===== src/rtl/video_pll_seq_pkg.sv =====
// Shared definitions for the video PLL retune sequencer.
//   seq_state_t     : sequencer FSM states
//   PARAM_* / TYPE_*: PLL reconfig cache address fields
//   GO_ADDR         : go / busy-status word address
//   ERR_*           : err_code values
package video_pll_seq_pkg;

    typedef enum logic [2:0] {
        ST_IDLE,
        ST_WRITE,
        ST_GO,
        ST_SETTLE,
        ST_POLL
    } seq_state_t;

    localparam logic [2:0] PARAM_N  = 3'd0;
    localparam logic [2:0] PARAM_M  = 3'd1;
    localparam logic [2:0] PARAM_C0 = 3'd4;

    localparam logic [3:0] TYPE_HIGH   = 4'd0;
    localparam logic [3:0] TYPE_LOW    = 4'd1;
    localparam logic [3:0] TYPE_BYPASS = 4'd4;
    localparam logic [3:0] TYPE_ODD    = 4'd5;

    localparam logic [7:0] GO_ADDR  = 8'h80;
    localparam logic [3:0] LAST_IDX = 4'd11;

    localparam logic [1:0] ERR_NONE     = 2'd0;
    localparam logic [1:0] ERR_ZERO_DIV = 2'd1;
    localparam logic [1:0] ERR_TIMEOUT  = 2'd2;

    // Cache word address: bit 7 clear selects the parameter cache.
    function automatic logic [7:0] field_addr(input logic [2:0] param, input logic [3:0] ctype);
        return {1'b0, param, ctype};
    endfunction

endpackage


===== src/rtl/video_pll_divider_split.sv =====
// Splits one PLL divider value into its counter fields.
//   v      : divider value (1..511)
//   high   : (v+1)>>1
//   low    : v - high
//   bypass : v == 1
//   odd    : v[0]
module video_pll_divider_split (
    input  logic [8:0] v,
    output logic [8:0] high,
    output logic [8:0] low,
    output logic       bypass,
    output logic       odd
);

    // (v+1)>>1 rewritten as v/2 + v[0]; same value, never overflows 9 bits.
    assign high   = {1'b0, v[8:1]} + {8'd0, v[0]};
    assign low    = v - high;
    assign bypass = (v == 9'd1);
    assign odd    = v[0];

endmodule


===== src/rtl/video_pll_retune_sequencer.sv =====
// Avalon-MM master that retunes the video PLL from one (n, m, c0) request:
// writes 12 counter fields into the reconfig cache, hits go, waits a few
// cycles, then polls the busy word until it reads zero or times out.
//   csi_clk_clock / csi_clk_reset_n : clock, async active-low reset
//   req_valid/req_ready, req_n/m/c0 : retune request handshake
//   done, err, err_code             : completion / failure reporting
//   avm_*                           : Avalon-MM master to the reconfig slave
module video_pll_retune_sequencer
    import video_pll_seq_pkg::*;
#(
    parameter int POLL_TIMEOUT  = 65535,
    parameter int SETTLE_CYCLES = 2
) (
    input  logic        csi_clk_clock,
    input  logic        csi_clk_reset_n,
    input  logic        req_valid,
    output logic        req_ready,
    input  logic [8:0]  req_n,
    input  logic [8:0]  req_m,
    input  logic [8:0]  req_c0,
    output logic        done,
    output logic        err,
    output logic [1:0]  err_code,
    output logic [7:0]  avm_address,
    output logic [31:0] avm_writedata,
    output logic        avm_write,
    output logic        avm_read,
    input  logic [31:0] avm_readdata,
    input  logic        avm_waitrequest
);

    localparam logic [16:0] TMO_LIM     = 17'(POLL_TIMEOUT);
    localparam logic [7:0]  SETTLE_LAST = 8'(SETTLE_CYCLES - 1);

    seq_state_t      state;
    logic [3:0]      idx;
    logic [7:0]      settle_cnt;
    logic [15:0]     tmo_cnt;
    logic [2:0][8:0] lat_div;   // 0 = n, 1 = m, 2 = c0

    logic [2:0][8:0] sp_high, sp_low;
    logic [2:0]      sp_byp, sp_odd;

    for (genvar g = 0; g < 3; g++) begin : g_split
        video_pll_divider_split u_split (
            .v      (lat_div[g]),
            .high   (sp_high[g]),
            .low    (sp_low[g]),
            .bypass (sp_byp[g]),
            .odd    (sp_odd[g])
        );
    end

    // idx[3:2] picks the divider, idx[1:0] picks the field within it.
    logic [1:0] dsel;
    logic [2:0] wr_param;
    logic [3:0] wr_type;
    logic [8:0] wr_field;

    always_comb begin
        dsel     = (idx[3:2] == 2'd3) ? 2'd2 : idx[3:2];
        wr_param = PARAM_C0;
        wr_type  = TYPE_ODD;
        wr_field = {8'd0, sp_odd[dsel]};
        case (dsel)
            2'd0:    wr_param = PARAM_N;
            2'd1:    wr_param = PARAM_M;
            default: wr_param = PARAM_C0;
        endcase
        case (idx[1:0])
            2'd0: begin wr_type = TYPE_HIGH;   wr_field = sp_high[dsel];         end
            2'd1: begin wr_type = TYPE_LOW;    wr_field = sp_low[dsel];          end
            2'd2: begin wr_type = TYPE_BYPASS; wr_field = {8'd0, sp_byp[dsel]};  end
            default: begin wr_type = TYPE_ODD; wr_field = {8'd0, sp_odd[dsel]};  end
        endcase
    end

    // Bus strobes decode straight from the state register so an async reset
    // drops write/read in the same instant, and everything holds by
    // construction while waitrequest stalls the state.
    assign req_ready = (state == ST_IDLE);
    assign avm_write = (state == ST_WRITE) || (state == ST_GO);
    assign avm_read  = (state == ST_POLL);

    always_comb begin
        avm_address   = 8'd0;
        avm_writedata = 32'd0;
        case (state)
            ST_WRITE: begin
                avm_address   = field_addr(wr_param, wr_type);
                avm_writedata = {23'd0, wr_field};
            end
            ST_GO, ST_POLL: avm_address = GO_ADDR;
            default: ;
        endcase
    end

    always_ff @(posedge csi_clk_clock or negedge csi_clk_reset_n) begin
        if (!csi_clk_reset_n) begin
            state      <= ST_IDLE;
            idx        <= 4'd0;
            settle_cnt <= 8'd0;
            tmo_cnt    <= 16'd0;
            lat_div    <= '0;
            done       <= 1'b0;
            err        <= 1'b0;
            err_code   <= ERR_NONE;
        end else begin
            done <= 1'b0;
            err  <= 1'b0;
            case (state)
                ST_IDLE: begin
                    if (req_valid) begin
                        lat_div <= {req_c0, req_m, req_n};
                        idx     <= 4'd0;
                        if (req_n == 9'd0 || req_m == 9'd0 || req_c0 == 9'd0) begin
                            err      <= 1'b1;
                            err_code <= ERR_ZERO_DIV;
                        end else begin
                            err_code <= ERR_NONE;
                            state    <= ST_WRITE;
                        end
                    end
                end
                ST_WRITE: begin
                    if (!avm_waitrequest) begin
                        if (idx == LAST_IDX) state <= ST_GO;
                        else                 idx   <= idx + 4'd1;
                    end
                end
                ST_GO: begin
                    if (!avm_waitrequest) begin
                        settle_cnt <= 8'd0;
                        tmo_cnt    <= 16'd0;
                        state      <= (SETTLE_CYCLES == 0) ? ST_POLL : ST_SETTLE;
                    end
                end
                ST_SETTLE: begin
                    if (settle_cnt == SETTLE_LAST) begin
                        tmo_cnt <= 16'd0;
                        state   <= ST_POLL;
                    end else begin
                        settle_cnt <= settle_cnt + 8'd1;
                    end
                end
                ST_POLL: begin
                    if (!avm_waitrequest) begin
                        if (avm_readdata == 32'd0) begin
                            done  <= 1'b1;
                            state <= ST_IDLE;
                        end else if ({1'b0, tmo_cnt} + 17'd1 >= TMO_LIM) begin
                            err      <= 1'b1;
                            err_code <= ERR_TIMEOUT;
                            state    <= ST_IDLE;
                        end else if (tmo_cnt != 16'hFFFF) begin
                            tmo_cnt <= tmo_cnt + 16'd1;
                        end
                    end
                end
                default: state <= ST_IDLE;
            endcase
        end
    end

endmodule

===== config.mk =====
export PLATFORM = sky130hd
export DESIGN_NAME = video_pll_retune_sequencer
export DESIGN_NICKNAME = d
export VERILOG_FILES = /design/src/rtl/video_pll_seq_pkg.sv /design/src/rtl/video_pll_divider_split.sv /design/src/rtl/video_pll_retune_sequencer.sv
export SDC_FILE = /design/constraint.sdc
export NUM_CORES = 1
export LEC_CHECK = 0
export CAP_MARGIN = 20
export CORE_MARGIN = 8
export CORE_UTILIZATION = 30
export CTS_BUF_LIST = sky130_fd_sc_hd__clkbuf_8
export DETAILED_ROUTE_END_ITERATION = 8
export GPL_TIMING_DRIVEN = 0
export SETUP_SLACK_MARGIN = 0.4
export SLEW_MARGIN = 20
export SYNTH_ARGS = -nofsm -noshare
export SYNTH_HDL_FRONTEND = slang
export SYNTH_HIERARCHICAL = 1
export SYNTH_SLANG_ARGS = --single-unit

===== constraint.sdc =====
create_clock -name csi_clk_clock -period 7.8 [get_ports csi_clk_clock]
set_clock_uncertainty 0.1 [all_clocks]
set_input_delay 1.56 -clock csi_clk_clock [delete_from_list [all_inputs] [get_ports csi_clk_clock]]
set_output_delay 1.56 -clock csi_clk_clock [all_outputs]
set_load 0.05 [all_outputs]

== Word-level counts from Yosys, hierarchy flattened ==
Index checks and enable logic that the tools add are counted.

* Register bits: 62
* Input bits: 63
* Output and inout port bits: 47
* Logic and storage cells: 124

* $add $sub $neg: 10
* $lt $le $gt $ge: 2
* Equality and inequality tests: 28
* Mux-type cells: 53
* Reductions and logical operators: 21

{| class="wikitable"
|+ Operators by type and width
! cell !! count
|-
| $mux W16 || 6
|-
| $pmux W16 S3 || 1
|-
| $bmux W9 S2 || 2
|-
| $logic_not A32 Y1 || 1
|-
| $pmux W8 S2 || 2
|-
| $add A8 B1 Y9 || 3
|-
| $eq A9 B1 Y1 const B || 3
|-
| $logic_not A9 Y1 || 3
|-
| $mux W3 || 9
|-
| $mux W9 || 3
|-
| $pmux W9 S3 || 1
|-
| $sub A9 B9 Y9 || 3
|-
| $ne A2 B2 Y1 const B || 10
|-
| $add A16 B1 Y17 const B || 1
|-
| $ge A17 B16 Y1 const B || 1
|-
| $add A16 B1 Y16 const B || 1
|-
| $mux W8 || 2
|-
| $ne A16 B16 Y1 const B || 1
|-
| $pmux W3 S5 || 1
|-
| $mux W4 || 3
|-
| $mux W1 || 11
|-
| $mux W2 || 5
|-
| $pmux W3 S3 || 1
|-
| $add A8 B1 Y8 const B || 1
|-
| other kinds (28) || 39
|}

== Longest topological paths before layout ==
Gate-level depths: netlist of run 1.

* Word-level depth: 6
* Depth in mapped cells: 16
* Mapped depth without buffers: 15

== Hierarchy ==
The synthesis of run 1 kept the hierarchy.

{| class="wikitable"
|+ By module, submodules not included
! module !! times used !! cells each !! area each (um^2) !! seq. area each (um^2)
|-
| video_pll_retune_sequencer || 1 || 480 || 4127.7 || 1551.5
|-
| video_pll_divider_split at g_split[0].u_split ... || 2 || 122 || 829.5 || 0.0
|-
| video_pll_divider_split at g_split[2].u_split || 1 || 97 || 724.4 || 0.0
|}

== Least setup slack after synthesis of run 1 ==
No wires, ideal clock.

* Path kind: register to output
* Start: reg lat_div[0] (netlist name)
* End: out avm_writedata[6]
* Arrival: 3.933 ns
* Required time: 6.140 ns
* Setup slack: 2.207 ns
* Cell stages (with the launch flop): 14
* Path buffers: 1
* Cells stage by stage: dfrtp_1 > ha_1 > ha_1 > buf_6 > xnor2_1 > ha_1 > a21oi_4 > o22ai_1 > a22o_1 > a31o_1 > xor2_1 > mux2_2 > a221oi_1 > a211oi_1

{| class="wikitable"
|+ RTL lines
! element !! line !! text
|-
| start, declared || video_pll_retune_sequencer.sv:39 || <nowiki>logic [2:0][8:0] lat_div;</nowiki>
|-
| start signal, assigned || video_pll_retune_sequencer.sv:114 || <nowiki>lat_div <= {req_c0, req_m, req_n};</nowiki>
|-
| end, declared || video_pll_retune_sequencer.sv:25 || <nowiki>output logic [31:0] avm_writedata,</nowiki>
|}

==> results of run 1 <==
[worst reg2reg max path, delay by kind of cell (launching register included)]
family | cells | cell delay, ps
AND/OR/NAND/NOR | 2 | 1050
adder cells (fa/ha/maj) | 1 | 140
AO/OA/AOI/OAI | 2 | 680
buffers and inverters | 3 | 760
flip-flops | 1 | 400
[cell usage after synthesis, types with 7 or more instances]
| cell type | number | area share [%] |
|---|---|---|
| nand2_1 | 133 | 7.7 |
| xnor2_1 | 39 | 5.2 |
| inv_1 | 49 | 2.8 |
| o21ai_0 | 22 | 1.7 |
| xor2_1 | 17 | 2.3 |
| mux2_2 | 22 | 3.8 |
| a22oi_1 | 11 | 1.3 |
| ha_1 | 29 | 5.6 |
| a221oi_1 | 8 | 1.1 |
| nor3_1 | 10 | 0.77 |
| nand4_1 | 11 | 1.1 |
| and3_1 | 17 | 1.6 |
| o22ai_1 | 7 | 0.67 |
| and2_1 | 10 | 0.96 |
| a21oi_1 | 26 | 2.0 |
| nand3_1 | 19 | 1.5 |
| o21ai_1 | 11 | 0.85 |
| buf_2 | 12 | 0.92 |
| nor2_1 | 61 | 3.5 |
| a211oi_1 | 10 | 1.2 |
| dfrtp_1 | 62 | 24 |
| clkbuf_1 | 21 | 1.2 |
| buf_4 | 36 | 4.2 |
| a31oi_1 | 21 | 2.0 |
| nor4_1 | 17 | 1.6 |
[path summary, 6_finish.rpt]
path / from / to / slack, ps / depth (start not counted)
max in group asynchronous: csi_clk_reset_n / lat_div[15] / 6100 / 2
min: lat_div[5] / lat_div[5] / 380 / 2
max: lat_div[0] / avm_writedata[6] / 1340 / 14
max reg2reg: settle_cnt[1] / tmo_cnt[6] / 4560 / 8
min in group asynchronous: csi_clk_reset_n / tmo_cnt[7] / 970 / 1
min reg2reg: lat_div[5] / lat_div[5] / 380 / 2
[sequential cells by signal, indices dropped and copies added (netlist names)]
| register | count |
|---|---|
| state | 3 |
| idx | 4 |
| done | 1 |
| err | 1 |
| lat_div | 27 |
| tmo_cnt | 16 |
| settle_cnt | 8 |
| err_code | 2 |
[cell type report]
| cell class | instances | area, sq um | area share (%) |
|---|---|---|---|
| Clock buffer | 9 | 123.9 | 1.551 |
| Timing Repair Buffer | 83 | 838.3 | 10.50 |
| Clock inverter | 7 | 66.31 | 0.8306 |
| Buffer | 80 | 488.0 | 6.112 |
| Sequential cell | 62 | 1551 | 19.43 |
| Tap cell | 280 | 350.3 | 4.388 |
| Inverter | 50 | 187.7 | 2.351 |
| Multi-Input combinational cell | 654 | 4378 | 54.83 |
[power by group through the flow]
stage / sequential (mW) / combinational (mW) / clock (mW)
3_3_place_gp: 0.372 / 0.169 / 0
2_1_floorplan: 0.365 / 0.113 / 0
3_5_place_dp: 0.372 / 0.172 / 0
4_1_cts: 0.366 / 0.173 / 0.300
6_report: 0.367 / 0.173 / 0.288
5_1_grt: 0.370 / 0.190 / 0.314
[logic make-up after synthesis]
kind of cell               Yosys count  synth area share (%)
DFF                                 62                 23.83
adders and majority gates           32                 6.495
muxes                               29                 5.073
buffers and inverters              130                 10.38
and+or+nand+nor                    330                 25.81
xor gates and xnor gates            56                 7.533
AOI/OAI and AO/OA                  181                 20.83
other                                1               0.05759
[metrics by stage]
step / setup slack (ps) / utilization [%] / total power [mW] / area (sq um) / instances
2_1_floorplan: 2207 / - / 0.4780 / 6605 / 846
3_3_place_gp: 1732 / 36.08 / 0.5410 / 7776 / 1208
3_5_place_dp: 1754 / 36.16 / 0.5441 / 7794 / 1209
4_1_cts: 1340 / 37.04 / 0.8385 / 7984 / 1225
5_1_grt: 1090 / 37.04 / 0.8737 / 7984 / 1225
6_report: 1343 / 37.04 / 0.8282 / 7984 / 1225
[metal layers]
| metal | routed length (um) | up-vias | part of all wire [%] | global-route usage (%) |
|---|---|---|---|---|
| li1 | - | 3115 | - | - |
| met1 | 8241 | 2899 | 44 | 17.58 |
| met2 | 8843 | 185 | 47 | 23.18 |
| met3 | 1527 | 17 | 8.1 | 4.940 |
| met4 | 276 | 2 | 1.5 | 3.628 |
| met5 | 13 | - | 0.069 | 0 |
==> results_dict.tcl, run 1 <==
set metrics [dict create \
    critical_path_class "reg -> out" \
    grt_max_degree 42 \
    synth-seq-cells 62 \
    power_density_nw_per_um2 103.7 \
    cts_tree "yes" \
    portBuffers 82 \
    finalHoldViolCount 0 \
    grt_pass1_wl_um 30790 \
    power_leakage_nw 3.443 \
    worst_pin_slew_ps 769.0 \
    avgSynthCellArea_sq_um 7.931 \
    post_cts_resized 0 \
    die-area_sq_um 26680 \
    clock_path_buffers 2 \
    worst_ep_arrival_time_ps 4800 \
    worst-path-buf-inv 2 \
    swShare_pct 32.64 \
    synthesis.area_sq_um 6511 \
    die_y_um 163.3 \
    p_sw_uw 270.3 \
    routed_wirelength_um 18900 \
    ys_async_sr_fraction_pct 100.0 \
    rsz0062_at_grt "false" \
    holdCritPathClass "reg -> reg" \
    layout.nets 1035 \
    peakVddDrop_mv 0.07632 \
    slew_viol_final 0 \
    slowest_delay_ps 880 \
    cp_top_family "compound AO/OA/AOI/OAI gates" \
    drc 0 \
    htreeDepth 3 \
    finalCriticalPeriod_ps 6457 \
    insertion_delay_ps 370 \
    start_util_pct 30.21 \
    slew_headroom_pct 48.60 \
    tns_ps 0 \
    p_int_uw 557.9 \
    antenna_found_initial 1 \
    endpoint_kind "output pin" \
    io_pins 110 \
    ctsHoldBuffers 0 \
    worstPathRequired_ps 6140 \
    cts_setup_buffers 0 \
    min_period_over_period_pct 82.78 \
    grt-ovfl-total 0 \
    postRouteAntennaNets 0 \
    routed-via-count 6218 \
    timing.hold.ws_ps 379.9 \
    coreArea_sq_um 21550 \
    root_buffer "clkbuf_8" \
    clk_pin_slew_ps 70 \
    synth-edff-count 0 \
    drt_iter0_markers 384 \
    area.growth.synth_to_final_pct 22.62 \
    clkPwrFrac_pct 34.8 \
    crit_chain "ha_1, ha_1, buf_6, xnor2_1, ha_1, a21oi_4, o22ai_1, a22o_1, a31o_1, xor2_1, mux2_2, a221oi_1, a211oi_1, clkdlybuf4s50_1" \
    drv_cap 0 \
    drive_above_1_share_pct 13.54 \
    grt.total_usage_pct 14.22 \
    start_kind "register" \
    numCtsBuffers 9 \
    max_freq_ghz 0.1549 \
    avgRoutedWirePerCell_um 15.43 \
    antenna_cells 0 \
    dp_hpwl_um 14900 \
    cpMaxStageDelayCell "clkdlybuf4s50_1" \
    final_cell_mix "133 x nand2_1, 81 x clkdlybuf4s50_1, 62 x dfrtp_1" \
    clock_sinks 62 \
    combPwrFrac_pct 20.9 \
    path_common_cell "ha_1" \
    via_per_inst 5.076 \
    synthDistinctLibCells 83 \
    ys_warn_count 6 \
    rows 54 \
    die_x_um 163.3 \
    path_max_fanout 10 \
    synthCells 821 \
    first_global_vias 5962 \
    final_common_cell "nand2_1" \
    fillers 2308 \
    status "finished, final reports clean" \
    seq_power_share_pct 44.3 \
    dr.pass1.iters 5 \
    yosysSeqAreaShare_pct 23.83 \
    synth_flop_cell "dfrtp_1" \
    setup_viol 0 \
    gp_congestion 0.9014 \
]
Note: power is estimated with default switching activity, not from simulation.
==> run 2, diff against run 1 <==
Clock period 7.8 ns to 6.3 ns, I/O delays scaled along.
==> run 2 against run 1 <==
Net effect: setup slack got worse by 810 ps; via count is essentially flat; power rose by 24%; sequential power increased by 24%; combinational power grew 24%; first-iteration DRC count did not move; core utilization shrank 0.081 points; die area is the same; wire length is essentially flat; flip-flop and latch count stayed put; design area fell by 0.22%; largest cell class unchanged.
==> results_dict.tcl, run 2 (synthesis gave the netlist of run 1 again) <==
set metrics [dict create \
    status "finished, final reports clean" \
    worst_ep_arrival_time_ps 4410 \
    io_pins 110 \
    cpMaxStageDelayCell "clkdlybuf4s50_1" \
    final.setup.worst_slack_ps 532.3 \
    final_cell_mix "133 x nand2_1, 76 x clkdlybuf4s50_1, 62 x dfrtp_1" \
    grt_pass1_wl_um 30780 \
    slew_headroom_pct 48.63 \
    slew_viol_final 0 \
    die-area_sq_um 26680 \
    largest_reg_flops 27 \
    timing.hold.ws_ps 379.9 \
    p_sw_uw 334.6 \
    numCtsBuffers 9 \
    peakVddDrop_mv 0.09454 \
    path_common_cell "ha_1" \
    die_y_um 163.3 \
    p_total_mw 1.025 \
    antenna_cells 0 \
    finalCriticalPeriod_ps 5768 \
    die_x_um 163.3 \
    root_buffer "clkbuf_8" \
    timing.rr.start "settle_cnt[1]" \
    drc 0 \
    combPwrFrac_pct 20.9 \
    worst-path-buf-inv 2 \
    insertion_delay_ps 370 \
    tns_ps 0 \
    dr.pass1.iters 6 \
    crit_chain "ha_1, ha_1, buf_6, xnor2_1, ha_1, a21oi_1, o21ai_1, xnor2_1, mux2_2, a221oi_1, a211oi_1, clkdlybuf4s50_1" \
    start_util_pct 30.21 \
    seq_power_share_pct 44.3 \
    drive_above_1_share_pct 13.86 \
    reg_top3 "lat_div: 27 flops, tmo_cnt: 16 flops, settle_cnt: 8 flops" \
    final_common_cell "nand2_1" \
    start_kind "register" \
    htreeDepth 3 \
    area.growth.synth_to_final_pct 22.35 \
    worstPathRequired_ps 4940 \
    drt_iter0_markers 384 \
    routed-via-count 6214 \
    rsz0062_at_grt "false" \
    p_int_uw 690.8 \
    cts_tree "yes" \
    drv_cap 0 \
    gp_congestion 0.9014 \
    via_per_inst 5.073 \
    ctsHoldBuffers 0 \
    swShare_pct 32.63 \
    clkPwrFrac_pct 34.8 \
    clock_sinks 62 \
    cts_setup_buffers 0 \
    clock_path_buffers 2 \
    antenna_found_initial 1 \
    setup_viol 0 \
    dp_slack_ps 554.1 \
    clk_pin_slew_ps 70 \
    power_leakage_nw 3.456 \
    grt.total_usage_pct 14.22 \
    avgRoutedWirePerCell_um 15.44 \
    holdCritPathClass "reg -> reg" \
    postRouteAntennaNets 0 \
    rr_worst_depth 8 \
    startpoint "lat_div[0]" \
    path_max_fanout 10 \
    worstHoldStart "lat_div[5]" \
    dp_hpwl_um 14900 \
    layout.nets 1035 \
    max_freq_ghz 0.1734 \
    coreArea_sq_um 21550 \
    portBuffers 82 \
    routed_wirelength_um 18910 \
    crit_cells 12 \
    top_register "lat_div" \
    grt_max_degree 42 \
    critical_path_class "reg -> out" \
    slowest_delay_ps 900 \
    min_period_over_period_pct 91.55 \
    grt-ovfl-total 0 \
    endpoint_kind "output pin" \
    hold_depth 2 \
    worst_pin_slew_ps 768.6 \
    power_density_nw_per_um2 128.7 \
    cp_top_family "buffers and inverters" \
    finalHoldViolCount 0 \
    fillers 2312 \
    rows 54 \
    first_global_vias 5959 \
]
[run 2: cell types whose count changed in the layout (fill, tap and decap cells not counted)]
| cell | previous run | this run |
|---|---|---|
| clkdlybuf4s50_1 | 81 | 76 |
| clkbuf_2 | 0 | 3 |
| dlygate4sd2_1 | 0 | 2 |
[run 2: final cells by class]
class | count | area, sq um | share of cell area, %
sequential | 62 | 1551 | 19.48
timing repair buffer | 83 | 820.8 | 10.30
inverter | 50 | 187.7 | 2.356
buffer | 80 | 488.0 | 6.125
clock buffer | 9 | 123.9 | 1.555
clock inverter | 7 | 66.31 | 0.8324
tap | 280 | 350.3 | 4.398
multi-input combinational | 654 | 4378 | 54.96
[run 2: routing by layer]
layer	wire length, um	track usage (%)
met2	8808	23.16
met3	1557	4.940
met1	8243	17.58
met5	13	0
met4	284	3.628
[run 2: metrics by stage]
stage	utilization, %	instance area (sq um)	cells
CTS	37.01	7978	1225
global placement	36.08	7776	1208
floorplan	-	6605	846
detailed placement	36.16	7794	1209
finish	36.96	7966	1225
global route	36.96	7966	1225
[run 2: final timing paths]
check / to / slack [ps]
max in group asynchronous: lat_div[15] / 4900
min reg2reg: lat_div[5] / 380
max: avm_writedata[3] / 530
max reg2reg: tmo_cnt[6] / 3050
min in group asynchronous: tmo_cnt[7] / 670
min: lat_div[5] / 380
[run 2: repair_timing]
action,4_1_cts,5_1_grt
resized for setup,5,9
endpoints found under the setup margin,5,3
cloned,0,0
hold endpoints to repair,0,0
[run 2: power groups by stage]
stage	clock network, mW	logic, mW	registers [mW]
4_1_cts	0.372	0.214	0.453
3_5_place_dp	0	0.213	0.460
6_report	0.357	0.214	0.454
3_3_place_gp	0	0.209	0.460
2_1_floorplan	0	0.140	0.452
5_1_grt	0.388	0.236	0.458
[run 2: worst register-to-register path: stages, from the launching register on]
cell,delay (ps)
dfrtp_1,400
inv_1,80
ha_1,140
or4b_2,630
o41ai_4,580
inv_1,320
nor2_1,420
buf_2,350
a311oi_1,100
